<file path="src/rtl/decode_issue.sv">
// ============================================================================
// Module   : decode_issue
// Purpose  : RV32I decode/issue stage with a register scoreboard for RAW/WAW
//            interlock. Optional same-cycle writeback bypass: DECODE_WB_BYPASS_EN.
// Revision : 1.0 - initial release
// ============================================================================
`default_nettype none

module decode_issue (
    input  wire logic        clk,
    input  wire logic        rst,
    input  wire logic        in_valid,
    output logic             in_ready,
    input  wire logic [31:0] in_instr,
    input  wire logic [31:0] in_pc,
    output logic             out_valid,
    input  wire logic        out_ready,
    output logic [31:0]      out_pc,
    output logic [6:0]       out_opcode,
    output logic [2:0]       out_funct3,
    output logic [6:0]       out_funct7,
    output logic [4:0]       out_rd,
    output logic [31:0]      out_imm,
    output logic             out_we,
    output logic             out_illegal,
    output logic [4:0]       rf_r1,
    output logic [4:0]       rf_r2,
    output logic             rf_r_en,
    input  wire logic        wb_valid,
    input  wire logic [4:0]  wb_rd,
    input  wire logic        flush
);

    logic [6:0]  w_opcode;
    logic [4:0]  w_rd;
    logic [4:0]  w_rs1;
    logic [4:0]  w_rs2;
    logic [31:0] w_imm;
    logic        w_legal;
    logic        w_we_op;
    logic        w_use1;
    logic        w_use2;
    logic        w_we;
    logic        w_hazard;
    logic        w_accept;
    logic [31:0] w_wb_mask;
    logic [31:0] w_set_mask;
    logic [31:0] w_busy_eff;

    logic [31:0] r_busy;
    logic        r_valid;
    logic [31:0] r_pc;
    logic [6:0]  r_opcode;
    logic [2:0]  r_funct3;
    logic [6:0]  r_funct7;
    logic [4:0]  r_rd;
    logic [31:0] r_imm;
    logic        r_we;
    logic        r_illegal;

    assign w_opcode = in_instr[6:0];
    assign w_rd     = in_instr[11:7];
    assign w_rs1    = in_instr[19:15];
    assign w_rs2    = in_instr[24:20];

    always_comb begin
        w_imm   = 32'h0;
        w_legal = 1'b0;
        w_we_op = 1'b0;
        w_use1  = 1'b0;
        w_use2  = 1'b0;
        case (w_opcode)
            7'b0010011, 7'b0000011, 7'b1100111: begin
                w_imm   = {{20{in_instr[31]}}, in_instr[31:20]};
                w_legal = 1'b1;
                w_we_op = 1'b1;
                w_use1  = 1'b1;
            end
            7'b0100011: begin
                w_imm   = {{20{in_instr[31]}}, in_instr[31:25], in_instr[11:7]};
                w_legal = 1'b1;
                w_use1  = 1'b1;
                w_use2  = 1'b1;
            end
            7'b1100011: begin
                w_imm   = {{19{in_instr[31]}}, in_instr[31], in_instr[7],
                           in_instr[30:25], in_instr[11:8], 1'b0};
                w_legal = 1'b1;
                w_use1  = 1'b1;
                w_use2  = 1'b1;
            end
            7'b0110111, 7'b0010111: begin
                w_imm   = {in_instr[31:12], 12'h0};
                w_legal = 1'b1;
                w_we_op = 1'b1;
            end
            7'b1101111: begin
                w_imm   = {{11{in_instr[31]}}, in_instr[31], in_instr[19:12],
                           in_instr[20], in_instr[30:21], 1'b0};
                w_legal = 1'b1;
                w_we_op = 1'b1;
            end
            7'b0110011: begin
                w_legal = 1'b1;
                w_we_op = 1'b1;
                w_use1  = 1'b1;
                w_use2  = 1'b1;
            end
            default: ;
        endcase
    end

    assign w_we       = w_we_op & (w_rd != 5'd0);
    assign w_wb_mask  = wb_valid ? (32'h1 << wb_rd) : 32'h0;
    assign w_set_mask = (w_accept & w_we) ? (32'h1 << w_rd) : 32'h0;

`ifdef DECODE_WB_BYPASS_EN
    // A same-cycle writeback lands in the register file before the read.
    assign w_busy_eff = r_busy & ~w_wb_mask;
`else
    assign w_busy_eff = r_busy;
`endif

    assign w_hazard = (w_use1 & w_busy_eff[w_rs1]) |
                      (w_use2 & w_busy_eff[w_rs2]) |
                      (w_we   & w_busy_eff[w_rd]);

    assign in_ready = (!r_valid | out_ready) & !w_hazard & !flush & !rst;
    assign w_accept = in_valid & in_ready;
    assign rf_r1    = w_rs1;
    assign rf_r2    = w_rs2;
    assign rf_r_en  = w_accept;

    always_ff @(posedge clk) begin
        if (rst) begin
            r_busy    <= 32'h0;
            r_valid   <= 1'b0;
            r_pc      <= 32'h0;
            r_opcode  <= 7'h0;
            r_funct3  <= 3'h0;
            r_funct7  <= 7'h0;
            r_rd      <= 5'h0;
            r_imm     <= 32'h0;
            r_we      <= 1'b0;
            r_illegal <= 1'b0;
        end else if (flush) begin
            r_busy  <= 32'h0;
            r_valid <= 1'b0;
        end else begin
            // Set after clear so a same-cycle set/clear of one register keeps it busy.
            r_busy <= ((r_busy & ~w_wb_mask) | w_set_mask) & 32'hFFFF_FFFE;
            if (w_accept) begin
                r_valid   <= 1'b1;
                r_pc      <= in_pc;
                r_opcode  <= w_opcode;
                r_funct3  <= in_instr[14:12];
                r_funct7  <= in_instr[31:25];
                r_rd      <= w_rd;
                r_imm     <= w_imm;
                r_we      <= w_we;
                r_illegal <= !w_legal;
            end else if (out_ready) begin
                r_valid <= 1'b0;
            end
        end
    end

    assign out_valid   = r_valid;
    assign out_pc      = r_pc;
    assign out_opcode  = r_opcode;
    assign out_funct3  = r_funct3;
    assign out_funct7  = r_funct7;
    assign out_rd      = r_rd;
    assign out_imm     = r_imm;
    assign out_we      = r_we;
    assign out_illegal = r_illegal;

endmodule

`default_nettype wire

</file>
<file path="config.mk">
export PLATFORM = sky130hd
export DESIGN_NAME = decode_issue
export DESIGN_NICKNAME = d
export VERILOG_FILES = /design/src/rtl/decode_issue.sv
export SDC_FILE = /design/constraint.sdc
export NUM_CORES = 1
export LEC_CHECK = 0
export BUFFER_PORTS_ARGS = -buffer_cell sky130_fd_sc_hd__buf_4
export CORE_MARGIN = 4
export CORE_UTILIZATION = 40
export CTS_CLUSTER_DIAMETER = 60
export CTS_CLUSTER_SIZE = 8
export DETAILED_ROUTE_END_ITERATION = 10
export PLACE_DENSITY = 0.73
export SYNTH_ARGS = -nofsm -noshare
export SYNTH_HDL_FRONTEND = slang
export SYNTH_SLANG_ARGS = --single-unit
</file>
<file path="constraint.sdc">
create_clock -name clk -period 3.2 [get_ports clk]
set_input_delay 0.48 -clock clk [delete_from_list [all_inputs] [get_ports clk]]
set_output_delay 0.48 -clock clk [all_outputs]
set_load 0.02 [all_outputs]
</file>
# After elaboration in Yosys (flattened, before gate mapping)
# Index checks and enable logic that the tools add are counted.
op_classes:
  order_cmp: 3
  n_eq_ne: 9
  shift: 2
  n_bitwise: 16
  reduce_logical: 15
  muxes: 15
ops:
  columns: ["cell", "count"]
  rows:
  - ["32-bit one-hot mux with 5 select lines", 1]
  - ["32-bit two-way mux", 2]
  - ["1-bit by 5-bit << shifter with 32-bit output (first input constant)", 2]
  - ["32-bit bitwise AND", 1]
  - ["32-bit NOT", 1]
  - ["32-bit bitwise OR", 1]
  - ["7-bit by 6-bit == test with 1-bit output (second input constant)", 3]
  - ["7-bit == test (second input constant)", 3]
  - ["5-bit by 6-bit less-than comparator with 1-bit output (second input constant)", 3]
  - ["1-bit binary-select mux with 5-bit select", 3]
  - ["7-bit by 5-bit == test with 1-bit output (second input constant)", 2]
  - ["1-bit bitwise AND", 9]
  - ["1-bit two-way mux", 9]
  - ["9-bit OR reduction", 1]
  - ["7-bit by 2-bit == test with 1-bit output (second input constant)", 1]
  - ["7-bit OR reduction", 1]
  - ["3-bit OR reduction", 2]
  - ["6-bit OR reduction", 1]
  - ["1-bit logical NOT", 5]
  - ["5-bit nonzero test", 1]
  - ["2-bit OR reduction", 2]
  - ["1-bit bitwise OR", 3]
  - ["2-bit AND reduction", 1]
  - ["2-bit nonzero test", 1]
  - ["1-bit NOT", 1]
totals:
  in_bits: 75
  regBits: 121

# Logic depth before layout (Yosys ltp)
depth:
  ltp_word: 14
  depth_mapped: 12
  depth_no_buf: 8

# Least setup slack after synthesis
# Ideal clock, no wire load.
synth_path:
  path_kind: "input -> output"
  start: "in in_instr[8]"
  end: "out rf_r_en"
  setup_slack_ns: 0.295
  path_buffers: 3
  arrival_time_ns: 2.425
  path_stages: 11
  path_cell_list: "clkbuf_1 buf_2 mux4_2 o21ai_0 nor2_1 a221oi_1 o211ai_2 inv_2 nand2_4 clkbuf_1 inv_1"
synth_via:
  elab_chain_len: 9
synth_lines:
  columns: ["item", "line_no", "rtl"]
  rows:
  - ["start, declared", "14", "input wire logic [31:0] in_instr,"]
  - ["1-bit binary-select mux with 5-bit select / 5-bit nonzero test (equally long branches)", "126, 113", null]
  - ["1-bit two-way mux (not written as such) / 1-bit bitwise AND (equally long branches)", "126, 113", null]
  - ["1-bit bitwise AND *", "126", "(w_we & w_busy_eff[w_rd]);"]
  - ["1-bit bitwise OR *", "125", "(w_use2 & w_busy_eff[w_rs2]) |"]
  - ["1-bit logical NOT *", "128", "assign in_ready = (!r_valid | out_ready) & !w_hazard & !flush & !rst;"]
  - ["1-bit bitwise AND * (3 in series)", "128", null]
  - ["1-bit bitwise AND *", "129", "assign w_accept = in_valid & in_ready;"]
  - ["end, declared", "28", "output logic rf_r_en,"]
# Every way passes the cells marked *; elsewhere a longest branch is shown, timed or not. The select of a mux whose other input is x is not followed.

# Worst setup path after layout
layout_path:
  start: "reg r_busy[23]"
  end: "out rf_r_en"
layout_via:
  elab_chain_len: 10
layout_lines:
  columns: ["item", "line_no", "rtl"]
  rows:
  - ["start, declared", "50", "logic [31:0] r_busy;"]
  - ["start signal, assigned", "151", "r_busy <= ((r_busy & ~w_wb_mask) | w_set_mask) & 32'hFFFF_FFFE;"]
  - ["1-bit binary-select mux with 5-bit select (on tied branches)", "124, 125", null]
  - ["1-bit two-way mux (on tied branches)", "124, 125", null]
  - ["1-bit bitwise AND (on tied branches)", "124, 125", null]
  - ["1-bit bitwise OR", "124", "assign w_hazard = (w_use1 & w_busy_eff[w_rs1]) |"]
  - ["1-bit bitwise OR *", "125", null]
  - ["1-bit logical NOT *", "128", null]
  - ["1-bit bitwise AND * (3 in series)", "128", null]
  - ["1-bit bitwise AND *", "129", null]
# Marks and branches as above.

==> flow_summary_export.csv <==
group,metric,value,unit
status,status,"finished clean",
clock_tree,post_cts_buffers,0,
synth,yosysTopAreaCell,"dfxtp_1",
timing,grt_setup_unrepaired,"false",
power_and_ir_drop,p_int,2.939,mW
synth,synth-async-reset-ratio,0,%
clock_tree,cts_tree,"built",
routing,routedWlPerCell,18.71,um
layout,syn_to_final_growth,30.42,%
routing,viasPerCell,5.820,
layout,antennaDiodeCount,0,
global_routing,grt_remaining_overflow,0,
hold_path,hold_class,"in -> reg",
power_and_ir_drop,power.density,504.3,nW/um2
timing,layout_min_cycle_time,3.075,ns
timing,setup-tns-final,0,ns
synth,syn_area,6033,um2
synth,synth_flop_cell,"dfxtp_1",
timing,finalSetupViolCount,0,
floorplanning,die_h,130.8,um
routing,drt-initial-drc-count,456,
placement,place_ws,0.1342,ns
clock_tree,cts.clk_slew.worst_paths,0.06,ns
job,maxCapViolCount,0,
synth,syn_inst,640,
floorplanning,core,14640,um2
synth,synth_cell_types,54,
synth,synth_fp_nets,715,
worst_setup_path,cp.arrival,2.59,ns
synth,ys.warnings.count,0,
global_routing,grt_pass1_vias,5295,
worst_setup_path,worstPathRequired,2.72,ns
power_and_ir_drop,p_sw,1.029,mW
synth,synth_top_area_share,39.82,%
timing,report.final.slew_viol_count,0,
power_and_ir_drop,peakVddDrop,0.3353,mV
power_and_ir_drop,leakagePower,3.103,nW
synth,yosys-top-cells-count,"dfxtp_1, a21oi_1, nor2b_1",
global_routing,grtUsageTotal,20.93,%
timing,worstMarginPinSlew,0.9236,ns
power_and_ir_drop,combPwrFrac,13.5,%
routing,drc,0,
floorplanning,die_w,130.8,um
timing,slew_headroom,38.43,%
global_routing,grt_pass1_wl,28380,um
synth,post-synth-top-count-cell,"dfxtp_1",
synth,yosysSeqAreaShare,39.82,%
clock_tree,htree_levels,4,
power_and_ir_drop,sw_frac_of_total,25.94,%
clock_tree,root_buffer,"clkbuf_16",
synth,synth_top_cells_by_area,"dfxtp_1, mux2_2, mux4_2, nor2b_1, a21oi_1",
power_and_ir_drop,p_seq_share,39.6,%
layout,layout-drive-gt1-share,35.25,%
worst_setup_path,cp_max_fo,6,
clock_tree,clkLatencyLatePin,0.42,ns
floorplanning,start_util,41.20,%
clock_tree,cts_resized,0,
synth,yosys_register_bits,120,
timing,hold_viol_final,0,
floorplanning,pin_count,176,
synth,syn_avg_cell_area,9.427,um2
worst_setup_path,cp-end-kind,"output pin",
placement,post-dp-hpwl,12560,um
routing,vias,5628,
clock_tree,clkSinkCount,120,
clock_tree,cts_made_buffers,17,
routing,drt_wl_total,18100,um
layout,fin_nets,845,
routing,ant_nets,0,
timing,fmax,325.2,MHz
placement,finalWeightedCongestion,0.8694,
layout,fillers,1352,
timing,finClkSkew,0.007926,ns
synth,synth-edff-count,0,
global_routing,antenna_found_initial,0,
timing,fin_ws,0.1252,ns
placement,port_buffers,175,
clock_tree,cts_hold_repair.buffers,0,
worst_setup_path,start_kind,"flip-flop",
power_and_ir_drop,clockPowerShare,46.9,%
routing,first_pass_iters,6,
timing,period_share,96.09,%
floorplanning,row_count,44,
floorplanning,die_area,17110,um2
global_routing,grt_max_degree,90,
worst_setup_path,path_class,"reg -> out",
clock_tree,clk_path_buf_depth,2,
==> final timing paths <==
kind	startpoint	to	slack, ns	depth (start not counted)
hold / removal	in_pc[18]	out_pc[18]	0.29	2
setup reg to reg	r_busy[23]	r_busy[29]	0.51	9
hold reg to reg	out_opcode[2]	out_opcode[2]	0.47	2
setup / recovery	r_busy[23]	rf_r_en	0.13	9
==> metal layers <==
layer | wire (um) | track usage, % | vias to the layer above
met3 | 1848 | 7.033 | 33
met4 | 340 | 7.139 | 0
li1 | - | - | 2677
met5 | 0 | 0 | -
met1 | 7516 | 28.36 | 2637
met2 | 8392 | 31.37 | 281
==> kinds of logic after synthesis <==
kind of cell,Yosys count,synth area share [%]
buffers and inverters,85,7.092
AOI/OAI and AO/OA,218,24.58
and+or+nand+nor,152,13.62
DFF,120,39.82
muxes,65,14.89
==> power groups by stage <==
| stage | registers, mW | logic (mW) | clock network [mW] |
|---|---|---|---|
| finish | 1.57 | 0.535 | 1.86 |
| floorplan | 1.66 | 0.255 | 0 |
| CTS | 1.57 | 0.537 | 1.89 |
| detailed placement | 1.60 | 0.535 | 0 |
| global route | 1.58 | 0.578 | 1.97 |
| global placement | 1.60 | 0.532 | 0 |
==> per-stage QoR <==
| step | util [%] | area [um2] | instances | power [mW] | hold WS [ns] |
|---|---|---|---|---|---|
| finish | 53.73 | 7869 | 967 | 3.968 | 0.2885 |
| CTS | 53.73 | 7869 | 967 | 3.999 | 0.2726 |
| floorplan | - | 6033 | 640 | 1.916 | 0.4881 |
| global placement | 49.81 | 7295 | 935 | 2.133 | 0.4625 |
| global route | 53.73 | 7869 | 967 | 4.124 | 0.2727 |
| detailed placement | 49.81 | 7295 | 935 | 2.138 | 0.4678 |
==> cell usage in the layout (no fill, tap or decap), types with 3 or more instances in the layout <==
cell type	instances
a221oi_1	5
nor2b_1	50
a211oi_1	11
nand3b_1	6
mux4_2	16
o211ai_1	24
mux2i_1	11
mux2_2	38
o41ai_1	24
clkbuf_16	17
or3_1	3
inv_1	8
clkinv_2	3
a311oi_1	15
nor2_1	15
a22oi_1	4
dfxtp_1	120
nand3_1	32
o311ai_0	7
nand2b_1	4
clkinvlp_4	3
a21oi_1	62
clkbuf_1	3
buf_4	184
o31ai_1	8
nand2_1	29
o21ai_0	38
==> worst max-delay path, stage by stage, from the launching register on <==
cell and delay, ns:
dfxtp_1 0.35, mux4_2 0.48, a22o_1 0.22, o31ai_1 0.30, o211a_1 0.23, o211ai_2 0.10
inv_2 0.17, nand2_4 0.09, inv_1 0.09, buf_4 0.14
==> sequential cells by signal, indices dropped and copies added, names as in the netlist <==
| signal | count |
|---|---|
| out_imm | 32 |
| out_valid | 1 |
| out_opcode | 7 |
| r_busy | 31 |
| out_funct3 | 3 |
| out_rd | 5 |
| out_funct7 | 7 |
| out_we | 1 |
| out_illegal | 1 |
| out_pc | 32 |
==> layout make-up <==
| cell class | instances | area (um2) | share of cell area [%] |
|---|---|---|---|
| timing repair buffer | 186 | 1421 | 18.06 |
| multi-input combinational | 435 | 3203 | 40.71 |
| inverter | 10 | 37.54 | 0.4770 |
| tap | 184 | 230.2 | 2.926 |
| clock buffer | 21 | 450.4 | 5.724 |
| clock inverter | 11 | 123.9 | 1.574 |
| sequential | 120 | 2402 | 30.53 |
Note: power is estimated with default switching activity, not from simulation.
